`src/rtl/imul_int_mul_var_param.sv`:
```
// Variable-latency shift-and-add unsigned multiplier, val/rdy streams, one transaction in flight.
// Optional build macro IMUL_VAR_ZERO_SKIP_EN: skip up to four trailing zeros of b per CALC cycle.

module imul_int_mul_var_param #(
  parameter int unsigned NBITS = 32
) (
  input  logic               clk,
  input  logic               reset,
  input  logic               istream_val,
  output logic               istream_rdy,
  input  logic [2*NBITS-1:0] istream_msg,
  output logic               ostream_val,
  input  logic               ostream_rdy,
  output logic [2*NBITS-1:0] ostream_msg
);

  localparam int unsigned PW = 2 * NBITS;

  typedef enum logic [1:0] {
    ST_IDLE = 2'd0,
    ST_CALC = 2'd1,
    ST_DONE = 2'd2
  } state_e;

  state_e            state_q, state_d;
  logic [PW-1:0]     a_q, a_d;
  logic [PW-1:0]     res_q, res_d;
  logic [NBITS-1:0]  b_q, b_d;
  logic              istream_rdy_q;
  logic              ostream_val_q;
  logic [2:0]        shamt_s;

`ifdef IMUL_VAR_ZERO_SKIP_EN
  logic [3:0] b_nib_s;

  // Trailing-zero count of the low nibble, saturating at four.
  function automatic logic [2:0] skip_amt(input logic [3:0] nib);
    logic [2:0] s;
    if (nib[0]) begin
      s = 3'd1;
    end else if (nib[1]) begin
      s = 3'd1;
    end else if (nib[2]) begin
      s = 3'd2;
    end else if (nib[3]) begin
      s = 3'd3;
    end else begin
      s = 3'd4;
    end
    return s;
  endfunction

  // Narrow operands are zero-padded so the encoder always sees four bits.
  if (NBITS >= 4) begin : g_nib_wide
    assign b_nib_s = b_q[3:0];
  end else begin : g_nib_narrow
    assign b_nib_s = {{(4-NBITS){1'b0}}, b_q};
  end

  assign shamt_s = skip_amt(b_nib_s);
`else
  assign shamt_s = 3'd1;
`endif

  // Next-state and datapath update for the three-phase iteration.
  always_comb begin
    state_d = state_q;
    a_d     = a_q;
    b_d     = b_q;
    res_d   = res_q;
    case (state_q)
      ST_IDLE: begin
        if (istream_val) begin
          a_d     = {{NBITS{1'b0}}, istream_msg[PW-1:NBITS]};
          b_d     = istream_msg[NBITS-1:0];
          res_d   = {PW{1'b0}};
          state_d = ST_CALC;
        end else begin
          state_d = ST_IDLE;
        end
      end
      ST_CALC: begin
        if (b_q == {NBITS{1'b0}}) begin
          state_d = ST_DONE;
        end else if (b_q[0]) begin
          res_d = res_q + a_q;
          a_d   = a_q << 1'b1;
          b_d   = b_q >> 1'b1;
        end else begin
          a_d   = a_q << shamt_s;
          b_d   = b_q >> shamt_s;
        end
      end
      ST_DONE: begin
        if (ostream_rdy) begin
          state_d = ST_IDLE;
        end else begin
          state_d = ST_DONE;
        end
      end
      default: begin
        state_d = ST_IDLE;
      end
    endcase
  end

  // State, datapath and handshake flags; flags are decoded from the next state.
  always_ff @(posedge clk) begin
    if (!reset) begin
      state_q       <= ST_IDLE;
      a_q           <= {PW{1'b0}};
      b_q           <= {NBITS{1'b0}};
      res_q         <= {PW{1'b0}};
      istream_rdy_q <= 1'b1;
      ostream_val_q <= 1'b0;
    end else begin
      state_q       <= state_d;
      a_q           <= a_d;
      b_q           <= b_d;
      res_q         <= res_d;
      istream_rdy_q <= (state_d == ST_IDLE);
      ostream_val_q <= (state_d == ST_DONE);
    end
  end

  assign istream_rdy = istream_rdy_q;
  assign ostream_val = ostream_val_q;
  assign ostream_msg = ostream_val_q ? res_q : {PW{1'b0}};

  imul_int_mul_var_param_chk #(
    .PW (PW)
  ) u_chk (
    .clk         (clk),
    .reset       (reset),
    .istream_rdy (istream_rdy),
    .ostream_val (ostream_val),
    .ostream_rdy (ostream_rdy),
    .ostream_msg (ostream_msg)
  );

endmodule

// Output-stream protocol properties for the multiplier.
module imul_int_mul_var_param_chk #(
  parameter int unsigned PW = 64
) (
  input logic          clk,
  input logic          reset,
  input logic          istream_rdy,
  input logic          ostream_val,
  input logic          ostream_rdy,
  input logic [PW-1:0] ostream_msg
);

  a_no_overlap: assert property (@(posedge clk) disable iff (!reset)
    !(istream_rdy && ostream_val));

  a_msg_zero: assert property (@(posedge clk) disable iff (!reset)
    !ostream_val |-> (ostream_msg == {PW{1'b0}}));

  a_hold: assert property (@(posedge clk) disable iff (!reset)
    (ostream_val && !ostream_rdy) |=> (ostream_val && $stable(ostream_msg)));

endmodule

```
`config.mk`:
```
export PLATFORM = sky130hd
export DESIGN_NAME = imul_int_mul_var_param
export DESIGN_NICKNAME = d
export VERILOG_FILES = /design/src/rtl/imul_int_mul_var_param.sv
export SDC_FILE = /design/constraint.sdc
export NUM_CORES = 1
export LEC_CHECK = 0
export CAP_MARGIN = 40
export CORE_UTILIZATION = 49
export CTS_CLUSTER_DIAMETER = 200
export DETAILED_ROUTE_END_ITERATION = 10
export DONT_BUFFER_PORTS = 1
export SYNTH_ARGS = -nofsm -noshare
export SYNTH_HDL_FRONTEND = slang
export SYNTH_SLANG_ARGS = --single-unit
```
`constraint.sdc`:
```
create_clock -name clk -period 6.6 [get_ports clk]
set_clock_uncertainty 0.1 [all_clocks]
set_input_delay 1.65 -clock clk [delete_from_list [all_inputs] [get_ports clk]]
set_output_delay 1.65 -clock clk [all_outputs]
set_load 0.01 [all_outputs]
```
== Word level (Yosys, flattened, before mapping) ==
Cells that the tools add are included.
Word-level totals
  input port bits: 68
  register bits: 164
Operators by class
  muxes and demuxes: 15
  reductions and logical operators: 6
  $add $sub $neg: 1
  equal/unequal tests: 6
Operator list (number)
  64-bit two-way mux: 6
  64-bit one-hot mux with 2 select lines: 2
  64-bit adder: 1
  32-bit two-way mux: 2
  32-bit one-hot mux with 2 select lines: 1
  32-bit zero test: 1
  2-bit != test, second input constant: 3
  2-bit one-hot mux with 3 select lines: 1
  2-bit equality test, second input constant: 2
  2-bit zero test: 2
  2-bit two-way mux: 2
  4-bit AND reduction: 1
  3-bit AND reduction: 1
  2-bit by 1-bit equality test with 1-bit output, second input constant: 1
  2-bit nonzero test: 1
  1-bit two-way mux: 1

== Depth between registers and ports, before layout ==
  word-level depth: 4
  depth in mapped cells: 13
  gate-level depth less buffers: 13

== Worst setup path after synthesis ==
Ideal clock, no wire load.
  path type: in2reg
  start: in istream_val
  end: reg res_q[20]
  data required time: 6.372 ns
  setup time: 0.128 ns
  buffers on the path: 2
  data arrival time: 3.101 ns
  slack: 3.271 ns
  stages on the path: 7
  cells stage by stage: nor3b_1 o21bai_1 o21ai_1 clkdlybuf4s15_1 clkbuf_1 a22oi_1 nor2_1
Between the ends
  cells in the longest elaborated chain, start to end: 2
RTL lines
  from (decl): RTL line 9  | input logic istream_val,
  2-bit != test (no line)
  4-bit AND reduction (no line)
  to (signal assigned): RTL line 113  | res_q <= {PW{1'b0}};
  to (signal assigned): RTL line 120  | res_q <= res_d;
  to (decl): RTL line 27  | logic [PW-1:0] res_q, res_d;
Every way passes these cells.
A chain may end at the register's enable or synchronous reset.

== Worst setup path after layout ==
  start: reg a_q[0]
  end: reg res_q[54]
Between the ends
  cells in the longest elaborated chain, start to end: 4
RTL lines
  from (decl): RTL line 26  | logic [PW-1:0] a_q, a_d;
  from (signal assigned): RTL line 111  | a_q <= {PW{1'b0}};
  64-bit adder: RTL line 86  | res_d = res_q + a_q;
  64-bit two-way mux: RTL line 85  | end else if (b_q[0]) begin
  64-bit two-way mux: RTL line 83  | if (b_q == {NBITS{1'b0}}) begin
  64-bit one-hot mux with 2 select lines: RTL line 71  | case (state_q)
Every way passes these cells. The select of a mux whose other input is x is not followed.

==> impl_metrics.xml <==
<?xml version="1.0" encoding="UTF-8"?>
<metrics>
  <group name="run_status">
    <metric name="status" unit="">finished, final reports clean</metric>
  </group>
  <group name="power">
    <metric name="seqPwrFrac" unit="">0.446</metric>
    <metric name="pwr_density_cell" unit="nW/um2">221.1</metric>
    <metric name="pwr-share-clk" unit="">0.424</metric>
    <metric name="power.switching_fraction" unit="">0.3062</metric>
    <metric name="p_comb_frac" unit="">0.130</metric>
    <metric name="p_leak" unit="nW">4.599</metric>
    <metric name="power_report.internal_total" unit="mW">1.686</metric>
    <metric name="net-switching-power" unit="uW">744.4</metric>
    <metric name="peakVddDrop" unit="mV">0.1489</metric>
  </group>
  <group name="worst_setup_path">
    <metric name="crit_path_max_fanout" unit="">6</metric>
    <metric name="critPathMaxStageDelay" unit="ns">0.58</metric>
    <metric name="crit_chain" unit="">ha_1, inv_1, fa_1, nor2b_1, o21ai_0, a21boi_1, o21ai_1, a31oi_2, a311oi_2, o31ai_1, a21oi_1, xor2_1, o21ai_0</metric>
    <metric name="crit_buf_inv" unit="">1</metric>
    <metric name="timing_worst_setup_path_type" unit="">flop to flop</metric>
    <metric name="setup.worst_path.end_class" unit="">flop</metric>
    <metric name="crit_slowest_cell" unit="">o31ai_1</metric>
    <metric name="crit_arrival" unit="ns">4.21</metric>
    <metric name="critical_path.most_common_cell" unit="">o21ai_0</metric>
    <metric name="worstPathRequired" unit="ns">6.86</metric>
    <metric name="crit_path_start_kind" unit="">flop</metric>
    <metric name="critPathTopFamily" unit="">compound AO/OA/AOI/OAI gates</metric>
    <metric name="setup.reg_to_reg.worst_slack" unit="ns">2.65</metric>
  </group>
  <group name="clock_tree">
    <metric name="cts_post_setup_buffers_inserted" unit="">0</metric>
    <metric name="max-clock-path-buffers" unit="">2</metric>
    <metric name="cts-root-buf" unit="">clkbuf_16</metric>
    <metric name="path_clk_slew" unit="ns">0.07</metric>
    <metric name="clock_insertion_delay_worst_skew" unit="ns">0.44</metric>
    <metric name="cts_tree" unit="">built</metric>
    <metric name="post_cts.resized_instances" unit="">0</metric>
    <metric name="tritoncts_num_sinks" unit="">164</metric>
    <metric name="numCtsBuffers" unit="">17</metric>
    <metric name="htree_num_levels" unit="">4</metric>
    <metric name="postCtsHoldBufs" unit="">0</metric>
  </group>
  <group name="grt">
    <metric name="global_route_total_usage_across_every_layer" unit="">0.2551</metric>
    <metric name="use_met1" unit="">0.3430</metric>
    <metric name="gr-usage-met2" unit="">0.4227</metric>
    <metric name="antenna_violations_before_repair" unit="">0</metric>
    <metric name="overflow" unit="">0</metric>
    <metric name="grt.met3_usage" unit="">0.05217</metric>
    <metric name="grt_busiest_layer" unit="">met2</metric>
    <metric name="grt_first_pass_wirelength" unit="um">44670</metric>
    <metric name="vias_in_the_first_global_route" unit="">8738</metric>
    <metric name="largest_net_degree_at_the_start_of_global_routing" unit="">81</metric>
  </group>
  <group name="yosys">
    <metric name="yosys_warnings" unit="">0</metric>
    <metric name="synth-seq-area-share" unit="">0.3200</metric>
    <metric name="async_flop_share" unit="">0</metric>
    <metric name="synth-seq-cells" unit="">164</metric>
    <metric name="syn_nets" unit="">1482</metric>
    <metric name="synth_edf_count" unit="">0</metric>
    <metric name="synth.distinct_cells" unit="">69</metric>
    <metric name="synth_area_leaders" unit="">dfxtp_1 (32%), nand2_1 (8.4%), ha_1 (7.7%)</metric>
    <metric name="synth-main-ff-cell" unit="">dfxtp_1</metric>
    <metric name="synth_top_area_cell" unit="">dfxtp_1</metric>
    <metric name="synth_area_per_cell" unit="um2">7.599</metric>
    <metric name="yosys.area.top_type_share" unit="">0.3200</metric>
    <metric name="post_syn_area" unit="um2">10260</metric>
    <metric name="synthesis.instances" unit="">1350</metric>
  </group>
  <group name="die">
    <metric name="fp.coreArea" unit="um2">20360</metric>
    <metric name="die_y" unit="um">146.7</metric>
    <metric name="die_w" unit="um">146.7</metric>
    <metric name="effective_utilization_at_floorplan" unit="">0.5037</metric>
    <metric name="placementRows" unit="">52</metric>
    <metric name="fp.dieArea" unit="um2">21520</metric>
    <metric name="num_io_pins" unit="">134</metric>
  </group>
  <group name="routing">
    <metric name="post_drt_via_cell_ratio" unit="">5.947</metric>
    <metric name="antenna_left" unit="">0</metric>
    <metric name="drc_errors" unit="">0</metric>
    <metric name="drtIter0Drc" unit="">482</metric>
    <metric name="routed_wirelength" unit="um">27300</metric>
    <metric name="vias" unit="">9319</metric>
    <metric name="firstDrtPassIters" unit="">5</metric>
    <metric name="drt-wirelength-per-cell" unit="um">17.42</metric>
  </group>
  <group name="sta">
    <metric name="final_hold_viol_count" unit="">0</metric>
    <metric name="timing.fmax" unit="MHz">253.4</metric>
    <metric name="timing_worst_slew_pin_value" unit="ns">0.8102</metric>
    <metric name="slew_violations" unit="">0</metric>
    <metric name="setup_tns" unit="ns">0</metric>
    <metric name="min_period" unit="ns">3.946</metric>
    <metric name="grt_setup_unrepaired" unit="">false</metric>
    <metric name="min_period_over_period" unit="">0.5979</metric>
    <metric name="max_slew_headroom" unit="">0.4595</metric>
    <metric name="final-setup-viol-count" unit="">0</metric>
  </group>
  <group name="finish">
    <metric name="post_route_cells_drive_above_1_share" unit="">0.05166</metric>
    <metric name="fin_util" unit="">0.5399</metric>
    <metric name="layout.nets" unit="">1416</metric>
    <metric name="syn2layout_area_growth" unit="%">7.172</metric>
    <metric name="num_antenna_cells" unit="">0</metric>
  </group>
  <group name="place">
    <metric name="place_congestion" unit="">0.8803</metric>
    <metric name="dp.final_hpwl" unit="um">18960</metric>
    <metric name="port_buffers" unit="">0</metric>
  </group>
  <group name="job">
    <metric name="timing.max_cap.violations" unit="">0</metric>
  </group>
  <group name="hold_path">
    <metric name="hold_class" unit="">flop to flop</metric>
  </group>
</metrics>
[tightest hold or removal path, cell delays in order (launching register included)]
cell and delay [ns]:
dfxtp_1 0.33, nand2_1 0.06, o21ai_1 0.05
[per-stage QoR]
stage	worst slack, ns	std cells	hold slack, ns	area, um2	total power [mW]
floorplan	3.271	1350	0.3399	10260	1.339
global placement	2.286	1532	0.3591	10320	1.414
detailed placement	2.314	1535	0.3654	10380	1.422
CTS	2.639	1567	0.3757	10990	2.445
global route	2.347	1567	0.3970	10990	2.537
finish	2.654	1567	0.3738	10990	2.431
[power groups by stage]
stage          clock network, mW  logic [mW]  registers [mW]
2_1_floorplan                  0       0.249            1.09
3_3_place_gp                   0       0.309            1.11
3_5_place_dp                   0       0.316            1.11
4_1_cts                     1.04       0.317            1.08
5_1_grt                     1.09       0.356            1.09
6_report                    1.03       0.316            1.08
[cell usage after synthesis (all sizes together) (25+ instances only)]
| cell type | instances |
|---|---|
| ha | 63 |
| a21oi | 99 |
| a311oi | 67 |
| clkbuf | 80 |
| xor2 | 25 |
| dfxtp | 164 |
| and2 | 66 |
| nor2 | 130 |
| o21ai | 67 |
| nand2 | 230 |
| a21o | 53 |
| nand3 | 43 |
| inv | 26 |
[sequential cells by signal (all words and copies together) (netlist names)]
register	cells
b_q	32
state_q	2
a_q	64
istream_rdy	1
ostream_val	1
res_q	64
[placed cells by master, fill, tap and decap left out, drive strengths merged, types with 5 or more instances in the layout]
cell type and n:
nand2 230, dfxtp 164, nor2 130, a21oi 99, a311oi 67, o21ai 67
and2 66, ha 63, a21o 53, nand3 43, inv 33, xor2 25
nand4 23, xnor2 21, a22oi 19, clkbuf 17, a31oi 17, o21bai 16
nor4 15, nor3 13, buf 11, o31ai 8, and3 8, a211oi 7
nor2b 6, nor3b 5, clkinv 5
[metal layers]
| layer | share of wire | wire, um |
|---|---|---|
| met2 | 0.46 | 12630 |
| met4 | 0.0089 | 242 |
| met3 | 0.046 | 1260 |
| met1 | 0.48 | 13160 |
| met5 | 0 | 0 |
[worst paths after layout]
check,from,end,depth (start not counted)
worst max-delay path,a_q[0],res_q[54],13
worst min-delay path,res_q[45],res_q[45],2
worst max register to register,a_q[0],res_q[54],13
worst min register to register,res_q[45],res_q[45],2
[area by class of cell]
cell class              count  area, um2
fillers                  2028       9370
multi-input cells        1064       6539
flip-flops and latches    164       3284
clock buffers              17      425.4
well taps                 270      337.8
clock inverters            15      185.2
repair buffers             11      122.6
inverters                  26      100.1
[cell families after synthesis]
group,Yosys count,share of synthesized area
AOI/OAI and AO/OA,392,0.2626
xor gates and xnor gates,46,0.03927
adders and majority gates,64,0.07879
buffers and inverters,122,0.04671
DFF,164,0.3200
muxes,2,0.001952
and+or+nand+nor,560,0.2506
No activity file was read; power rests on OpenSTA's default activity.
